--- config.mk ---
export PLATFORM = sky130hd
export DESIGN_NAME = elevator_call_scheduler
export DESIGN_NICKNAME = d
export VERILOG_FILES = /design/src/rtl/elevator_call_scheduler.sv
export SDC_FILE = /design/constraint.sdc
export NUM_CORES = 1
export LEC_CHECK = 0
export ABC_CLOCK_PERIOD_IN_PS = 4600
export CAP_MARGIN = 25
export CORE_ASPECT_RATIO = 0.6
export CORE_UTILIZATION = 45
export CTS_CLUSTER_SIZE = 28
export DETAILED_ROUTE_END_ITERATION = 8
export GPL_ROUTABILITY_DRIVEN = 0
export GPL_TIMING_DRIVEN = 1
export PLACE_DENSITY = 0.69
export RECOVER_POWER = 100
export SLEW_MARGIN = 20
export SYNTH_ARGS = -nofsm -noshare
export SYNTH_HDL_FRONTEND = slang
export SYNTH_SLANG_ARGS = --single-unit
--- constraint.sdc ---
create_clock -name clk -period 4.6 [get_ports clk]
set_clock_uncertainty 0.15 [all_clocks]
set_input_delay 1.38 -clock clk [delete_from_list [all_inputs] [get_ports clk]]
set_output_delay 1.38 -clock clk [all_outputs]
set_load 0.03 [all_outputs]
--- src/rtl/elevator_call_scheduler.sv ---
// elevator_call_scheduler
// Latches floor calls into a pending bitmap and serves them in LOOK order:
// keep sweeping in the current direction, reverse only when nothing lies
// ahead. Each destination is issued to the car controller, and the door is
// held open for DOOR_CYCLES cycles after every stop.
module elevator_call_scheduler #(
    parameter int NUM_FLOORS  = 16,
    parameter int DOOR_CYCLES = 8
) (
    input  logic                  clk,
    input  logic                  reset_n,
    input  logic [NUM_FLOORS-1:0] call_btn,
    input  logic [3:0]            current_floor,
    input  logic                  reached_dest,
    output logic [3:0]            target_floor,
    output logic                  target_valid,
    output logic [NUM_FLOORS-1:0] pending,
    output logic                  dir_up,
    output logic                  door_open,
    output logic                  busy
);

    typedef enum logic [1:0] {
        IDLE,
        SELECT,
        DISPATCH,
        DOOR
    } state_t;

    localparam int CNT_W = (DOOR_CYCLES > 1) ? $clog2(DOOR_CYCLES) : 1;
    localparam logic [CNT_W-1:0] CNT_LOAD = CNT_W'(DOOR_CYCLES - 1);

    state_t                  state;
    state_t                  state_nxt;
    logic [CNT_W-1:0]        door_cnt;
    logic [CNT_W-1:0]        door_cnt_nxt;
    logic [3:0]              target_nxt;
    logic                    valid_nxt;
    logic                    dir_nxt;
    logic                    door_nxt;
    logic [NUM_FLOORS-1:0]   pending_nxt;
    logic [NUM_FLOORS-1:0]   clr;
    logic [NUM_FLOORS-1:0]   latch_mask;

    // Results of the LOOK search over the registered pending bitmap.
    logic                    here_hit;
    logic                    door_call;
    logic                    above_found;
    logic [3:0]              above_floor;
    logic                    below_found;
    logic [3:0]              below_floor;
    logic                    any_pending;

    // One-hot bit for a floor number; loops avoid indexing with a 4-bit bus
    // into a vector that may be narrower than 16 bits.
    function automatic logic [NUM_FLOORS-1:0] floor_bit(input logic [3:0] floor);
        logic [NUM_FLOORS-1:0] onehot;
        onehot = '0;
        for (int i = 0; i < NUM_FLOORS; i++) begin
            if (4'(i) == floor) begin
                onehot[i] = 1'b1;
            end
        end
        return onehot;
    endfunction

    assign any_pending = |pending;

    // Locate the nearest pending floor above and below the car, and flag calls at the car's floor.
    always_comb begin
        // NOTE: every signal assigned in a combinational block gets a default
        // first, so no path leaves it unassigned and no latch is inferred.
        here_hit    = 1'b0;
        door_call   = 1'b0;
        above_found = 1'b0;
        above_floor = '0;
        below_found = 1'b0;
        below_floor = '0;
        // Descending scan: the last hit is the lowest floor above the car.
        for (int i = NUM_FLOORS - 1; i >= 0; i--) begin
            if (pending[i] && (4'(i) > current_floor)) begin
                above_found = 1'b1;
                above_floor = 4'(i);
            end
        end
        // Ascending scan: the last hit is the highest floor below the car.
        for (int i = 0; i < NUM_FLOORS; i++) begin
            if (pending[i] && (4'(i) < current_floor)) begin
                below_found = 1'b1;
                below_floor = 4'(i);
            end
            if (4'(i) == current_floor) begin
                here_hit  = pending[i];
                door_call = call_btn[i];
            end
        end
    end

    // State register.
    always_ff @(posedge clk or negedge reset_n) begin
        if (!reset_n) begin
            state <= IDLE;
        end else begin
            // NOTE: clocked state uses non-blocking assignments so every
            // register samples its pre-edge inputs, independent of block order.
            state <= state_nxt;
        end
    end

    // Next-state decision.
    always_comb begin
        state_nxt = state;
        case (state)
            IDLE: begin
                if (any_pending) begin
                    state_nxt = SELECT;
                end
            end
            SELECT: begin
                if (!any_pending) begin
                    state_nxt = IDLE;
                end else if (here_hit) begin
                    state_nxt = DOOR;
                end else begin
                    state_nxt = DISPATCH;
                end
            end
            DISPATCH: begin
                if (reached_dest) begin
                    state_nxt = DOOR;
                end
            end
            DOOR: begin
                // A fresh call at this floor keeps the door open instead of leaving.
                if (!door_call && (door_cnt == '0)) begin
                    state_nxt = any_pending ? SELECT : IDLE;
                end
            end
            default: state_nxt = IDLE;
        endcase
    end

    // Next values of the registered outputs, the request clear and the busy decode.
    always_comb begin
        target_nxt   = target_floor;
        valid_nxt    = target_valid;
        dir_nxt      = dir_up;
        door_nxt     = door_open;
        door_cnt_nxt = door_cnt;
        clr          = '0;
        latch_mask   = '1;
        busy         = (state != IDLE);
        case (state)
            SELECT: begin
                if (any_pending) begin
                    if (here_hit) begin
                        // Already at a requested floor: open the door, no move needed.
                        clr          = floor_bit(current_floor);
                        door_nxt     = 1'b1;
                        door_cnt_nxt = CNT_LOAD;
                    end else begin
                        if (dir_up) begin
                            if (above_found) begin
                                target_nxt = above_floor;
                            end else begin
                                target_nxt = below_floor;
                                dir_nxt    = 1'b0;
                            end
                        end else begin
                            if (below_found) begin
                                target_nxt = below_floor;
                            end else begin
                                target_nxt = above_floor;
                                dir_nxt    = 1'b1;
                            end
                        end
                        valid_nxt = 1'b1;
                    end
                end
            end
            DISPATCH: begin
                if (reached_dest) begin
                    valid_nxt    = 1'b0;
                    clr          = floor_bit(target_floor);
                    door_nxt     = 1'b1;
                    door_cnt_nxt = CNT_LOAD;
                end
            end
            DOOR: begin
                latch_mask = ~floor_bit(current_floor);
                if (door_call) begin
                    door_cnt_nxt = CNT_LOAD;
                end else if (door_cnt == '0) begin
                    door_nxt = 1'b0;
                end else begin
                    door_cnt_nxt = door_cnt - CNT_W'(1);
                end
            end
            default: ;
        endcase
        // The clear is applied last so it beats a same-cycle call on that floor.
        pending_nxt = (pending | (call_btn & latch_mask)) & ~clr;
    end

    // Output and datapath registers; reset drops everything asynchronously.
    always_ff @(posedge clk or negedge reset_n) begin
        if (!reset_n) begin
            pending      <= '0;
            target_floor <= '0;
            target_valid <= 1'b0;
            dir_up       <= 1'b1;
            door_open    <= 1'b0;
            door_cnt     <= '0;
        end else begin
            pending      <= pending_nxt;
            target_floor <= target_nxt;
            target_valid <= valid_nxt;
            dir_up       <= dir_nxt;
            door_open    <= door_nxt;
            door_cnt     <= door_cnt_nxt;
        end
    end

endmodule

==> metrics.md <==
| Metric | Value |
|---|---|
| Status | finished, violations left |
| Failing checks | max-capacitance violations, max-slew violations |
| Average size of a mapped cell | 8.22 um^2 |
| Most frequent cells in the layout | a21oi_1, dfrtp_1, dlygate4sd3_1, nand2_1, clkdlybuf4s50_1 |
| Synth area leader | dfrtp_1 |
| Critical path endpoint category | flip-flop |
| Num rows | 21 |
| Final ANT Viol Nets | 0 |
| Unrepaired setup endpoints after global routing | no |
| TNS Setup | 0 ps |
| Area share of the largest cell type after synthesis | 0.239 |
| Crit start category | primary input |
| Initial antenna violation count | 0 |
| Vias per cell | 6.70 |
| Top_reg_cell synth | dfrtp_1 |
| Die area | 6610 um^2 |
| Actual slew at the worst max-slew pin | 1520 ps |
| Area overhead of the layout relative to synthesis | 18.8% |
| DR DRC count | 0 |
| Commonest non-fill, non-tap cell in the layout | a21oi_1 |
| Tcrit/Tclk final | 0.917 |
| Global Route Usage Sum | 0.296 |
| Share of layout cells above drive strength 1 | 0.0923 |
| Initial Util | 0.487 |
| CTS Hold Buffers Added | 0 |
| Synth Instances | 344 |
| Htree depth | 1 |
| Number of synthesized flops with an enable pin | 0 |
| Routed vias | 3074 |
| Netlist Area Pre-Place | 2830 um^2 |
| Highest Clock Rate | 237 MHz |
| Synth async-reset ratio | 1.00 |
| # clock sinks | 28 |
| Pre-antenna DRT Iters | 5 |
| Ys Warns | 0 |
| Power Dens Cells | 360 nW/um^2 |
| Max Used Layer | met4 |
| Vias in the first global route | 2748 |
| Crit path kind | primary input to flip-flop |
| Skew-Pair Late Insertion Delay | 270 ps |
| Max Cap Viol | 1 |
| Post-synthesis net count | 374 |
| Die H | 63.4 um |
| Wire length on met2 | 3870 um |
| Final HPWL DP | 7040 um |
| Library cells used by synthesis | 84 |
| Sequential area share after synthesis | 0.248 |
| Final nets | 410 |
| Hold Vio Cnt, Final | 0 |
| Min-Delay Path Class | flip-flop to flip-flop |
| Final Max Slew Viols | 29 |
| Placeable Area | 5810 um^2 |
| IO Count | 47 |
| First-pass GRT wire length | 15300 um |
| CTS buffer count | 3 |
| Congestion Overflow GR | 0 |
| Max_slew headroom | -0.0155 |
| Area contributors post-synth | dfrtp_1, a21oi_1, a221oi_1 |
| Starting DRT DRC Count | 459 |
| Max VDD drop | 282 uV |
| Routed WL | 9600 um |
| Worst Path Required | 4560 ps |
| Total of fill cells in the finished design | 539 |
| Largest net degree at the start of global routing | 43 |
| Die X | 104 um |
| Final setup fails | 0 |
| I/O Buffers | 46 |
| Seq cells post-synth | 28 |
| Static leakage | 1.19 nW |
| Power Total | 1.21 mW |
| Crit path max fanout | 34 |
| Clock transition at path regs | 90 ps |
| Setup Fix Bufs, Post-CTS | 0 |
| WL met3 | 1350 um |
| Post-route setup slack | 382 ps |
| Max clock buf depth | 2 |
| Diode count | 0 |
| Min Clock Period, post-route | 4220 ps |
| Drt wl/cell | 20.9 um |
| CTS root buf | clkbuf_8 |
| Arrival @ worst endpoint | 4180 ps |
| CTS tree | yes |
| Worst slack, placed | 434 ps |
| Post-CTS Resized | 0 |
| Metal-1 WL | 4350 um |
[flip-flops by register name, indices dropped and copies added, names as in the netlist, named ones only]
signal,count
door_open,1
pending,16
target_floor,4
state,1
dir_up,1
target_valid,1
door_cnt,3
[per-layer routing]
| metal | vias up | global-route usage |
|---|---|---|
| li1 | 1390 | - |
| met1 | 1446 | 0.461 |
| met2 | 232 | 0.400 |
| met3 | 6 | 0.0942 |
| met4 | 0 | 0.0321 |
| met5 | - | 0 |
[cell type report]
| cell class | count | area (um^2) | share of cell area |
|---|---|---|---|
| Tap cell | 80 | 100 | 0.0298 |
| Timing Repair Buffer | 55 | 562 | 0.167 |
| Clock buffer | 4 | 55.1 | 0.0164 |
| Sequential cell | 28 | 702 | 0.209 |
| Multi-Input combinational cell | 275 | 1880 | 0.559 |
| Inverter | 17 | 63.8 | 0.0190 |
[synth_stat cells (4+ instances only)]
cell type  instances
ha_1               7
a211oi_1           4
inv_1             16
nor2_1            16
o21ai_1            5
o22ai_1            4
nand4_1            4
dfrtp_1           27
mux2i_1            5
buf_4              4
nand3_1           18
a21oi_1           35
nand2_1           23
o21ai_0           16
clkbuf_1           4
a221oi_1          16
nor4_1             5
nand2b_1          11
buf_2              8
a31oi_1            5
nor3_1             7
nor2b_1           11
nor3b_1            4
buf_6              7
[report_power, final]
part           internal (mW)  leakage (nW)  switching [mW]  total, mW
Clock                 0.0767        0.0288          0.0753      0.152
Combinational          0.256         0.894           0.413      0.669
Sequential             0.301         0.271          0.0861      0.388
[path summary, 6_finish.rpt]
check / from / to / slack, ps / depth (start not counted)
min reg2reg: door_open$_DFFE_PN0P_ / door_open$_DFFE_PN0P_ / 350 / 1
min: door_open$_DFFE_PN0P_ / door_open$_DFFE_PN0P_ / 350 / 1
min in group asynchronous: reset_n / pending[6]$_DFF_PN0_ / 1850 / 2
max in group asynchronous: reset_n / pending[8]$_DFF_PN0_ / 1560 / 2
max reg2reg: pending[11]$_DFF_PN0_ / pending[2]$_DFF_PN0_ / 1800 / 7
max: current_floor[0] / pending[2]$_DFF_PN0_ / 380 / 9
[cell families after synthesis]
kind of cell,Yosys count,share of synthesized area
muxes,10,0.0456
AOI/OAI and AO/OA,130,0.329
DFF,28,0.248
buffers and inverters,41,0.0823
and+or+nand+nor,128,0.264
adders and majority gates,7,0.0310
[through the flow]
stage,cells,area [um^2],hold WS [ps],util
after floorplan,344,2830,314,-
after global placement,455,3320,326,0.573
after detailed placement,455,3320,338,0.573
after CTS,459,3380,363,0.582
after global routing,459,3360,391,0.579
final,459,3360,347,0.579
[critical path, stage by stage]
cell and delay [ps]:
dlygate4sd3_1 680, buf_12 240, and4bb_1 210, nor4_2 270
a311oi_2 80, a21oi_1 390, nand3_1 270, nor3b_2 450
a222oi_1 200
(Power assumes the default switching activity.)
